File: config.mk
export PLATFORM = sky130hd
export DESIGN_NAME = nibble_serial_add_ctrl
export DESIGN_NICKNAME = d
export VERILOG_FILES = /design/src/rtl/nibble_serial_add_ctrl.sv
export SDC_FILE = /design/constraint.sdc
export NUM_CORES = 1
export LEC_CHECK = 0
export BUFFER_PORTS_ARGS = -buffer_cell sky130_fd_sc_hd__buf_2
export CORE_ASPECT_RATIO = 1.5
export CORE_MARGIN = 2
export CORE_UTILIZATION = 40
export CTS_CLUSTER_DIAMETER = 30
export DETAILED_ROUTE_END_ITERATION = 8
export MAX_ROUTING_LAYER = met4
export PLACE_DENSITY = 0.6
export REMOVE_ABC_BUFFERS = 1
export SLEW_MARGIN = 20
export SYNTH_ARGS = -nofsm -noshare
export SYNTH_HDL_FRONTEND = slang
export SYNTH_SLANG_ARGS = --single-unit
File: constraint.sdc
create_clock -name clk -period 5.1 [get_ports clk]
set_input_delay 0.255 -clock clk [delete_from_list [all_inputs] [get_ports clk]]
set_output_delay 0.255 -clock clk [all_outputs]
set_load 0.01 [all_outputs]
File: src/rtl/nibble_serial_add_ctrl.sv
// nibble_serial_add_ctrl
// Performs WIDTH-bit additions through one external 4-bit adder slice, one
// nibble per clock, LSB nibble first. The carry between nibbles is held in a
// register. Operands arrive on a valid/ready input and the registered result
// leaves on a valid/ready output.
module nibble_serial_add_ctrl #(
    parameter int WIDTH = 16
) (
    input  logic             clk,
    input  logic             rst_n,
    input  logic             in_valid,
    output logic             in_ready,
    input  logic [WIDTH-1:0] op_a,
    input  logic [WIDTH-1:0] op_b,
    input  logic             op_cin,
    output logic [3:0]       adder_a,
    output logic [3:0]       adder_b,
    output logic             adder_cin,
    input  logic [3:0]       adder_sum,
    input  logic             adder_cout,
    output logic             out_valid,
    input  logic             out_ready,
    output logic [WIDTH-1:0] out_sum,
    output logic             out_cout,
    output logic             out_ovf,
    output logic             busy
);

    localparam int NIB   = WIDTH / 4;
    localparam int IDX_W = (NIB > 1) ? $clog2(NIB) : 1;

    typedef enum logic [1:0] {
        S_IDLE = 2'd0,
        S_RUN  = 2'd1,
        S_DONE = 2'd2
    } state_t;

    state_t           state;
    state_t           state_nxt;
    logic [IDX_W-1:0] idx;
    logic             carry;
    logic [WIDTH-1:0] a_reg;
    logic [WIDTH-1:0] b_reg;
    logic             last_nib;

    assign last_nib = (idx == IDX_W'(NIB - 1));

    // Next-state decode and handshake/adder outputs; everything is forced low while in reset.
    always_comb begin
        // NOTE: every output gets a default first so no path leaves it unassigned (no latches).
        state_nxt = state;
        in_ready  = 1'b0;
        out_valid = 1'b0;
        busy      = 1'b0;
        adder_a   = 4'h0;
        adder_b   = 4'h0;
        adder_cin = 1'b0;
        if (rst_n) begin
            case (state)
                S_IDLE: begin
                    in_ready = 1'b1;
                    if (in_valid) state_nxt = S_RUN;
                end
                S_RUN: begin
                    busy      = 1'b1;
                    adder_a   = a_reg[4*idx +: 4];
                    adder_b   = b_reg[4*idx +: 4];
                    adder_cin = carry;
                    if (last_nib) state_nxt = S_DONE;
                end
                S_DONE: begin
                    busy      = 1'b1;
                    out_valid = 1'b1;
                    if (out_ready) state_nxt = S_IDLE;
                end
                default: state_nxt = S_IDLE;
            endcase
        end
    end

    // State register with synchronous active-low reset.
    always_ff @(posedge clk) begin
        // NOTE: sequential state uses non-blocking assignments so every flop samples pre-edge values.
        if (!rst_n) state <= S_IDLE;
        else        state <= state_nxt;
    end

    // Operand capture, nibble-by-nibble result assembly and carry threading.
    always_ff @(posedge clk) begin
        if (!rst_n) begin
            idx      <= '0;
            carry    <= 1'b0;
            a_reg    <= '0;
            b_reg    <= '0;
            out_sum  <= '0;
            out_cout <= 1'b0;
            out_ovf  <= 1'b0;
        end else begin
            case (state)
                S_IDLE: begin
                    if (in_valid) begin
                        a_reg   <= op_a;
                        b_reg   <= op_b;
                        carry   <= op_cin;
                        idx     <= '0;
                        out_sum <= '0;
                    end
                end
                S_RUN: begin
                    out_sum[4*idx +: 4] <= adder_sum;
                    carry               <= adder_cout;
                    if (last_nib) begin
                        // The top nibble's sum bit 3 is the result MSB.
                        out_cout <= adder_cout;
                        out_ovf  <= (a_reg[WIDTH-1] == b_reg[WIDTH-1]) &&
                                    (adder_sum[3] != a_reg[WIDTH-1]);
                    end else begin
                        idx <= idx + 1'b1;
                    end
                end
                default: ;
            endcase
        end
    end

endmodule
Word-level counts from Yosys, hierarchy flattened
Cells that the tools add are included.

operators by class
  $lt $le $gt $ge = 0
  mux-type cells = 24
  bitwise logic cells = 0
  divide/modulo/power cells = 0
  multiply operators = 0
  equality and inequality tests = 9
  shifts and indexed selects = 4
  reductions and logical operators = 9
  add/sub/neg operators = 2

operators by type and width
  cell                                                    number
  negator 4 -> 34 bit                                     1
  variable shift 4 x 34 -> 16 bit (first input constant)  1
  indexed part select 4 x 34 -> 16 bit                    1
  case mux 16 bit (2 select lines)                        1
  indexed part select 16 x 5 -> 4 bit                     2
  bitwise mux 16 bit                                      1
  2-to-1 mux 16 bit                                       1
  2-to-1 mux 4 bit                                        4
  2-to-1 mux 2 bit                                        5
  2-to-1 mux 1 bit                                        9
  inequality test 2 bit (second input constant)           4
  case mux 2 bit (3 select lines)                         1
  AND reduction 2 bit                                     3
  AND reduction 3 bit                                     2
  == test 2 bit (second input constant)                   2
  case mux 2 bit (2 select lines)                         1
  adder 2 x 1 -> 2 bit (second input constant)            1
  == test 2 x 1 -> 1 bit (second input constant)          1
  zero test 2 bit                                         1
  case mux 1 bit (2 select lines)                         1
  nonzero test 2 bit                                      1
  OR reduction 2 bit                                      1
  == test 1 bit                                           1
  logical AND 1 bit                                       1
  inequality test 1 bit                                   1

storage, ports and cells
  bits in writable memories = 0
  latch bits = 0
  memories = 0
  output and inout bits = 30
  memory bits (read-only) = 0
  bits of input ports = 42
  word-level logic and storage cells = 56
  bits in registers = 55

Depth between registers and ports, before layout
Gate-level depths: netlist (run 1).

  depth in word-level cells = 4
  mapped depth = 7
  gate-level depth less buffers = 5

Worst setup path before layout (run 1)
No wires, ideal clock.

  path type = register to register
  start point = register idx[1]
  end point = register out_sum[15]
  buffers on the path = 1
  setup slack = 3.312 ns
  clock period less this slack = 1.788 ns
  cell stages (with the launch flop) = 7
  arrival = 1.717 ns
  data required time = 5.028 ns
  library setup time = 0.072 ns
  path through = dfxtp_1 clkbuf_1 inv_1 ha_1 nor3b_1 nand4_1 mux2i_1

on the way
  word-level cells in the longest chain between the ends = 4
  elaborated cells on any way between the ends = 5
  classes of those cells = 1 x add/sub; 2 x shift; 2 x mux

RTL lines
  item                                                                                            line  RTL
  start: declaration                                                                              40    logic [IDX_W-1:0] idx;
  start signal: assignment                                                                        118   idx <= idx + 1'b1;
  negator 4 -> 34 bit (*)                                                                         110   out_sum[4*idx +: 4] <= adder_sum;
  indexed part select 4 x 34 -> 16 bit / variable shift 4 x 34 -> 16 bit (equally long branches)  110
  bitwise mux 16 bit (*)                                                                          110
  case mux 16 bit (2 select lines) (*)                                                            99    case (state)
  end signal: indexed assignment                                                                  110
  end: declaration                                                                                23    output logic [WIDTH-1:0] out_sum,

Every way passes the cells marked *; elsewhere a longest branch is shown, timed or not.
A chain may end at the register's enable or synchronous reset.

Final worst setup path (run 1)
  start point = register state[1]
  end point = output port adder_cin

on the way
  word-level cells in the longest chain between the ends = 3

RTL lines
  item                      line  RTL
  start: declaration        38    state_t state;
  start signal: assignment  85    else state <= state_nxt;
  == test 2 x 1 -> 1 bit    59    case (state)
  2-to-1 mux 1 bit          59
  2-to-1 mux 1 bit          58    if (rst_n) begin
  end: declaration          18    output logic adder_cin,

No other way between the ends.

==> results of run 1 <==
final timing paths:
path,from,slack (ns),cells past startpoint,end
max,state[1]$_SDFFE_PN0P_,2.46,5,adder_cin
min,op_b[8],0.18,3,b_reg[8]$_SDFFE_PN0P_
max reg2reg,idx[0]$_SDFFE_PN0P_,2.83,5,out_sum[12]$_SDFFE_PN0P_
min reg2reg,out_sum[9]$_SDFFE_PN0P_,0.46,2,out_sum[9]$_SDFFE_PN0P_
worst max-delay path, delay by kind of cell (launching register included):
family | cells | cell delay [ns]
simple gates | 2 | 0.76
fa+ha+maj | 1 | 0.71
flops | 1 | 0.34
buf+inv | 2 | 0.26
report_power, final:
| group | switching [W] | internal (W) |
|---|---|---|
| combinational | 0.000235 | 0.000177 |
| sequential | 0.0000409 | 0.000486 |
| clock | 0.000137 | 0.000144 |
cell usage in the layout (no fill, tap or decap), drive strengths merged, types with 2 or more instances in the layout:
| cell type | netlist | routed |
|---|---|---|
| inv | 11 | 11 |
| mux2i | 19 | 19 |
| a21boi | 33 | 33 |
| nor2 | 3 | 3 |
| mux4 | 8 | 8 |
| ha | 10 | 10 |
| buf | 10 | 72 |
| nor3b | 2 | 2 |
| dfxtp | 55 | 55 |
| a221oi | 2 | 2 |
| clkbuf | 10 | 5 |
| nand3 | 6 | 6 |
| nor2b | 10 | 10 |
| and2 | 5 | 5 |
| o22ai | 2 | 2 |
| a21oi | 6 | 6 |
| nand4 | 12 | 12 |
| nand2 | 90 | 90 |
stage by stage:
stage          power (W)  instance area (um2)   util  setup WS, ns  hold slack [ns]
2_1_floorplan   0.000839                 2630      -          3.21            0.390
3_3_place_gp    0.000950                 3090  0.458          2.83            0.440
3_5_place_dp    0.000957                 3090  0.458          2.76            0.445
4_1_cts          0.00124                 3200  0.474          2.41            0.168
5_1_grt          0.00131                 3200  0.474          2.18            0.174
6_report         0.00122                 3200  0.474          2.46            0.176
routing by layer:
layer  wire [um]  up-vias  GRT usage
met5           0        -          -
met2        2910       60      0.272
li1            -     1132          -
met3         309        4     0.0287
met4          53        0     0.0404
met1        2570     1026      0.207
synthesized netlist by cell type, types with 3 or more instances:
library cell | n | area, um2
ha_1 | 10 | 125
a21boi_1 | 4 | 30.0
nand3_1 | 6 | 30.0
nand2_1 | 90 | 338
a21oi_4 | 4 | 65.1
buf_4 | 5 | 37.5
and2_1 | 3 | 18.8
nand4_1 | 12 | 75.1
mux2i_1 | 18 | 180
nor2_1 | 3 | 11.3
a21boi_0 | 29 | 218
dfxtp_1 | 55 | 1100
inv_1 | 11 | 41.3
nor2b_1 | 10 | 62.6
clkbuf_1 | 10 | 37.5
mux4_2 | 8 | 180
area by class of cell:
class / instances / share of cell area
Timing Repair Buffer: 72 / 0.113
Multi-Input combinational cell: 216 / 0.466
Clock inverter: 2 / 0.0117
Tap cell: 78 / 0.0305
Clock buffer: 5 / 0.0215
Inverter: 11 / 0.0129
Sequential cell: 55 / 0.344
cells by family after synthesis:
group,synth area share
AND/OR/NAND/NOR,0.224
flip-flops,0.401
AO/OA/AOI/OAI,0.134
buffers and inverters,0.0556
multiplexers,0.139
adder cells (fa/ha/maj),0.0456
==> metrics.yaml, run 1 <==
status: "complete, no violations"
h-tree-depth: 2
firstDrtPassIters: 5
fin_crit_sh: 0.517
yosys_warnings: 0
clk_latency_ns: 0.30
cts.clk_slew.worst_paths_ns: 0.10
synth_flop_cell: "dfxtp_1"
die_x_um: 71.6
drt_first_iter_violations: 103
wl_per_cell_um: 13.3
syn_area_per_cell_um2: 9.09
cts_tree: "built"
synth_edf_count: 0
synth-async-reset-ratio: 0
ant_nets: 0
p_per_area_mw_per_mm2: 381
slew_viol_final: 0
vias_per_cell: 5.06
post-cts-setup-buffers: 0
leakagePower_nw: 1.33
fmax_mhz: 379
rows: 37
cts.sinks: 55
die_y_um: 105
grt_overflow_total: 0
ir_drop_mv: 0.174
start_util: 0.406
antenna_found_initial: 0
n_fill_cell: 707
cts_root_buf: "clkbuf_8"
grt_pass1_vias: 2123
slowest_stage: "ha_1"
die_area_mm2: 0.00756
hold_buffers: 0
yosysSeqAreaShare: 0.401
fin_cells: 439
regArea_mm2: 0.00110
tightest_slew_ns: 0.837
ios: 72
diodes: 0
cts_made_buffers: 5
grt_pass1_wl_um: 9870
cp_cell_sequence: "inv_1 -> ha_1 -> nand2_1 -> nor2_1 -> buf_2"
post-route-min-period_ns: 2.64
netlist_instances: 302
cts_buffer_depth: 2
core_area_mm2: 0.00676
multi_input_area_mm2: 0.00149
holdCritPathClass: "in -> reg"
routed_wl_um: 5840
grt_use_total: 0.164
grt_max_degree: 78
io_buffers: 71
max_slew_margin: 0.442
drv_cap: 0
critical_path_required_ns: 4.85
critPathCaptureType: "output port"
vias: 2222
synthesis.area_mm2: 0.00275
synth.distinct_cells: 33
final-setup-viol-count: 0
drc_errors: 0
fin_skew_ns: 0.00565
layout-drive-gt1-share: 0.266
tns_ns: 0
cts_resized: 0
worstSetupPathType: "reg -> out"
max_stage_delay_ns: 0.71
hold_violations: 0
hpwlAfterDp_um: 4170
nets: 413
syn2layout_area_growth_pct: 16.7
critical_path_arrival_ns: 2.38
ys_ff_latch: 55
place_inst: 432
rsz0062_at_grt: "false"
start_kind: "flip-flop"
critPathMaxFanout: 17
gp_congestion: 0.805
No activity file was read; power rests on OpenSTA's default activity.
==> inputs of run 2 (changes only) <==
--- a/config.mk
+++ b/config.mk
@@ -12,7 +12,7 @@
 export CTS_CLUSTER_DIAMETER = 30
 export DETAILED_ROUTE_END_ITERATION = 8
 export MAX_ROUTING_LAYER = met4
-export PLACE_DENSITY = 0.6
+export PLACE_DENSITY = 0.63
 export REMOVE_ABC_BUFFERS = 1
 export SLEW_MARGIN = 20
 export SYNTH_ARGS = -nofsm -noshare
==> constraint.sdc (replaced) <==
create_clock -name clk -period 2.3 [get_ports clk]
set_input_delay 0.115 -clock clk [delete_from_list [all_inputs] [get_ports clk]]
set_output_delay 0.115 -clock clk [all_outputs]
set_load 0.01 [all_outputs]
==> run 2 against run 1 <==
Utilization is 0.46 points higher. Combinational power is 130% higher. Final area is 0.98% higher. Sequential power is 120% higher. Via count stayed put. Die area stayed put. Count of clock-buffer cells in the layout is 1 higher. Critical path type unchanged. Largest power group unchanged.
==> metrics.yaml, run 2 (synthesis results as in run 1) <==
ant_nets: 0  # unchanged
power_w: 0.00274  # was 0.00122 W
tns_ns: 0  # unchanged
worstSetupPathType: "reg -> out"  # unchanged
status: "complete, no violations"  # unchanged
critical_path_arrival_ns: 2.06  # was 2.38 ns
firstDrtPassIters: 4  # was 5
crit_start: "state[1]$_SDFFE_PN0P_"  # unchanged
cts_made_buffers: 5  # unchanged
slew_viol_final: 0  # unchanged
die_x_um: 71.6  # unchanged
p_per_area_mw_per_mm2: 847  # was 381 mW/mm2
hold_violations: 0  # unchanged
rows: 37  # unchanged
post-route-min-period_ns: 2.17
io_buffers: 71  # unchanged
final_cell_mix: "nand2_1, buf_2, dfxtp_1, a21boi_0, mux2i_1"  # unchanged
critPathCaptureType: "output port"  # unchanged
timing.rr.start: "state[0]$_SDFFE_PN0P_"  # was idx[0]$_SDFFE_PN0P_
start_util: 0.406  # unchanged
postPlaceCellArea_mm2: 0.00313  # was 0.00309 mm2
cts.clk_slew.worst_paths_ns: 0.09  # was 0.10 ns
hold_buffers: 0  # unchanged
ir_drop_mv: 0.506  # was 0.174 mV
drv_cap: 0  # unchanged
grt_use_total: 0.175  # was 0.164
start_kind: "flip-flop"  # unchanged
crit_family: "simple AND/OR/NAND/NOR gates"  # unchanged
fmax_mhz: 460
drc_errors: 0  # unchanged
min_from: "op_b[8]"  # unchanged
antenna_found_initial: 0  # unchanged
leakagePower_nw: 1.36  # was 1.33 nW
holdCritPathClass: "in -> reg"  # unchanged
final-setup-viol-count: 0  # unchanged
clk_latency_ns: 0.30  # about the same
rsz0062_at_grt: "false"  # unchanged
h-tree-depth: 2  # unchanged
die_area_mm2: 0.00756  # unchanged
grt_max_degree: 34  # was 78
core_area_mm2: 0.00676  # unchanged
critPathMaxFanout: 10  # was 17
critical_path_required_ns: 2.18  # was 4.85 ns
cts_tree: "built"  # unchanged
path_buf_inv: 2  # unchanged
fin_crit_sh: 0.944
final_common_cell: "nand2_1"  # unchanged
cp_cell_sequence: "inv_1 -> ha_1 -> nand2_1 -> nor2b_1 -> buf_2"  # was inv_1 -> ha_1 -> nand2_1 -> nor2_1 -> buf_2
nets: 418  # was 413
cts_root_buf: "clkbuf_8"  # unchanged
grt_overflow_total: 0  # unchanged
wl_per_cell_um: 13.6  # was 13.3 um
vias_per_cell: 5.00  # was 5.06
tightest_slew_ns: 0.563  # was 0.837 ns
grt_pass1_vias: 2256  # was 2123
die_y_um: 105  # unchanged
ios: 72  # unchanged
slowest_stage: "ha_1"  # unchanged
fin_skew_ns: 0.00316  # was 0.00565 ns
post-cts-setup-buffers: 0  # unchanged
hpwlAfterDp_um: 4440  # was 4170 um
syn2layout_area_growth_pct: 17.8  # was 16.7%
routed_wl_um: 6030  # was 5840 um
drt_first_iter_violations: 90  # was 103
vias: 2222  # unchanged
cts_resized: 0  # unchanged
cts.sinks: 55  # unchanged
grt_pass1_wl_um: 10400  # was 9870 um
layout-drive-gt1-share: 0.270  # was 0.266
max_slew_margin: 0.625  # was 0.442
design_area_mm2: 0.00323  # was 0.00320 mm2
diodes: 0  # unchanged
gp_congestion: 0.821  # was 0.805
cts_buffer_depth: 2  # unchanged
max_stage_delay_ns: 0.49  # was 0.71 ns
==> run 2: routing by layer <==
layer	GRT usage	wire, um
met1	0.213	2570
met2	0.299	3110
met3	0.0277	275
met4	0.0418	80
met5	-	0
==> run 2: final timing paths <==
path | end | slack, ns | depth (start not counted)
min | b_reg[8]$_SDFFE_PN0P_ | 0.04 | 3
max reg2reg | a_reg[4]$_SDFFE_PN0P_ | 0.49 | 6
max | adder_a[1] | 0.13 | 5
min reg2reg | out_sum[6]$_SDFFE_PN0P_ | 0.46 | 2
==> run 2: final cells by class <==
class	instances	area, um2
Multi-Input combinational cell	216	1490
Clock inverter	1	30.0
Timing Repair Buffer	77	400
Tap cell	78	97.6
Fill cell	706	3520
Clock buffer	6	72.6
Inverter	11	41.3
Sequential cell	55	1100
==> run 2: where the power goes <==
group	leakage [nW]	total, W	switching [W]	internal (W)
Combinational	0.860	0.000967	0.000554	0.000412
Sequential	0.449	0.00115	0.0000699	0.00108
Clock	0.0513	0.000625	0.000306	0.000320
==> run 2: tightest hold or removal path: stages <==
cell and delay, ns:
buf_2 0.09, nand2_1 0.04, a21boi_1 0.05
==> run 2: metrics by stage <==
stage	setup WS, ns	hold slack, ns	std cells	utilization
6_report	0.128	0.0366	444	0.479
5_1_grt	0.0389	0.0332	444	0.479
4_1_cts	0.115	0.0311	444	0.479
3_5_place_dp	0.468	0.364	437	0.463
3_3_place_gp	0.548	0.360	437	0.463
2_1_floorplan	0.414	0.250	282	-
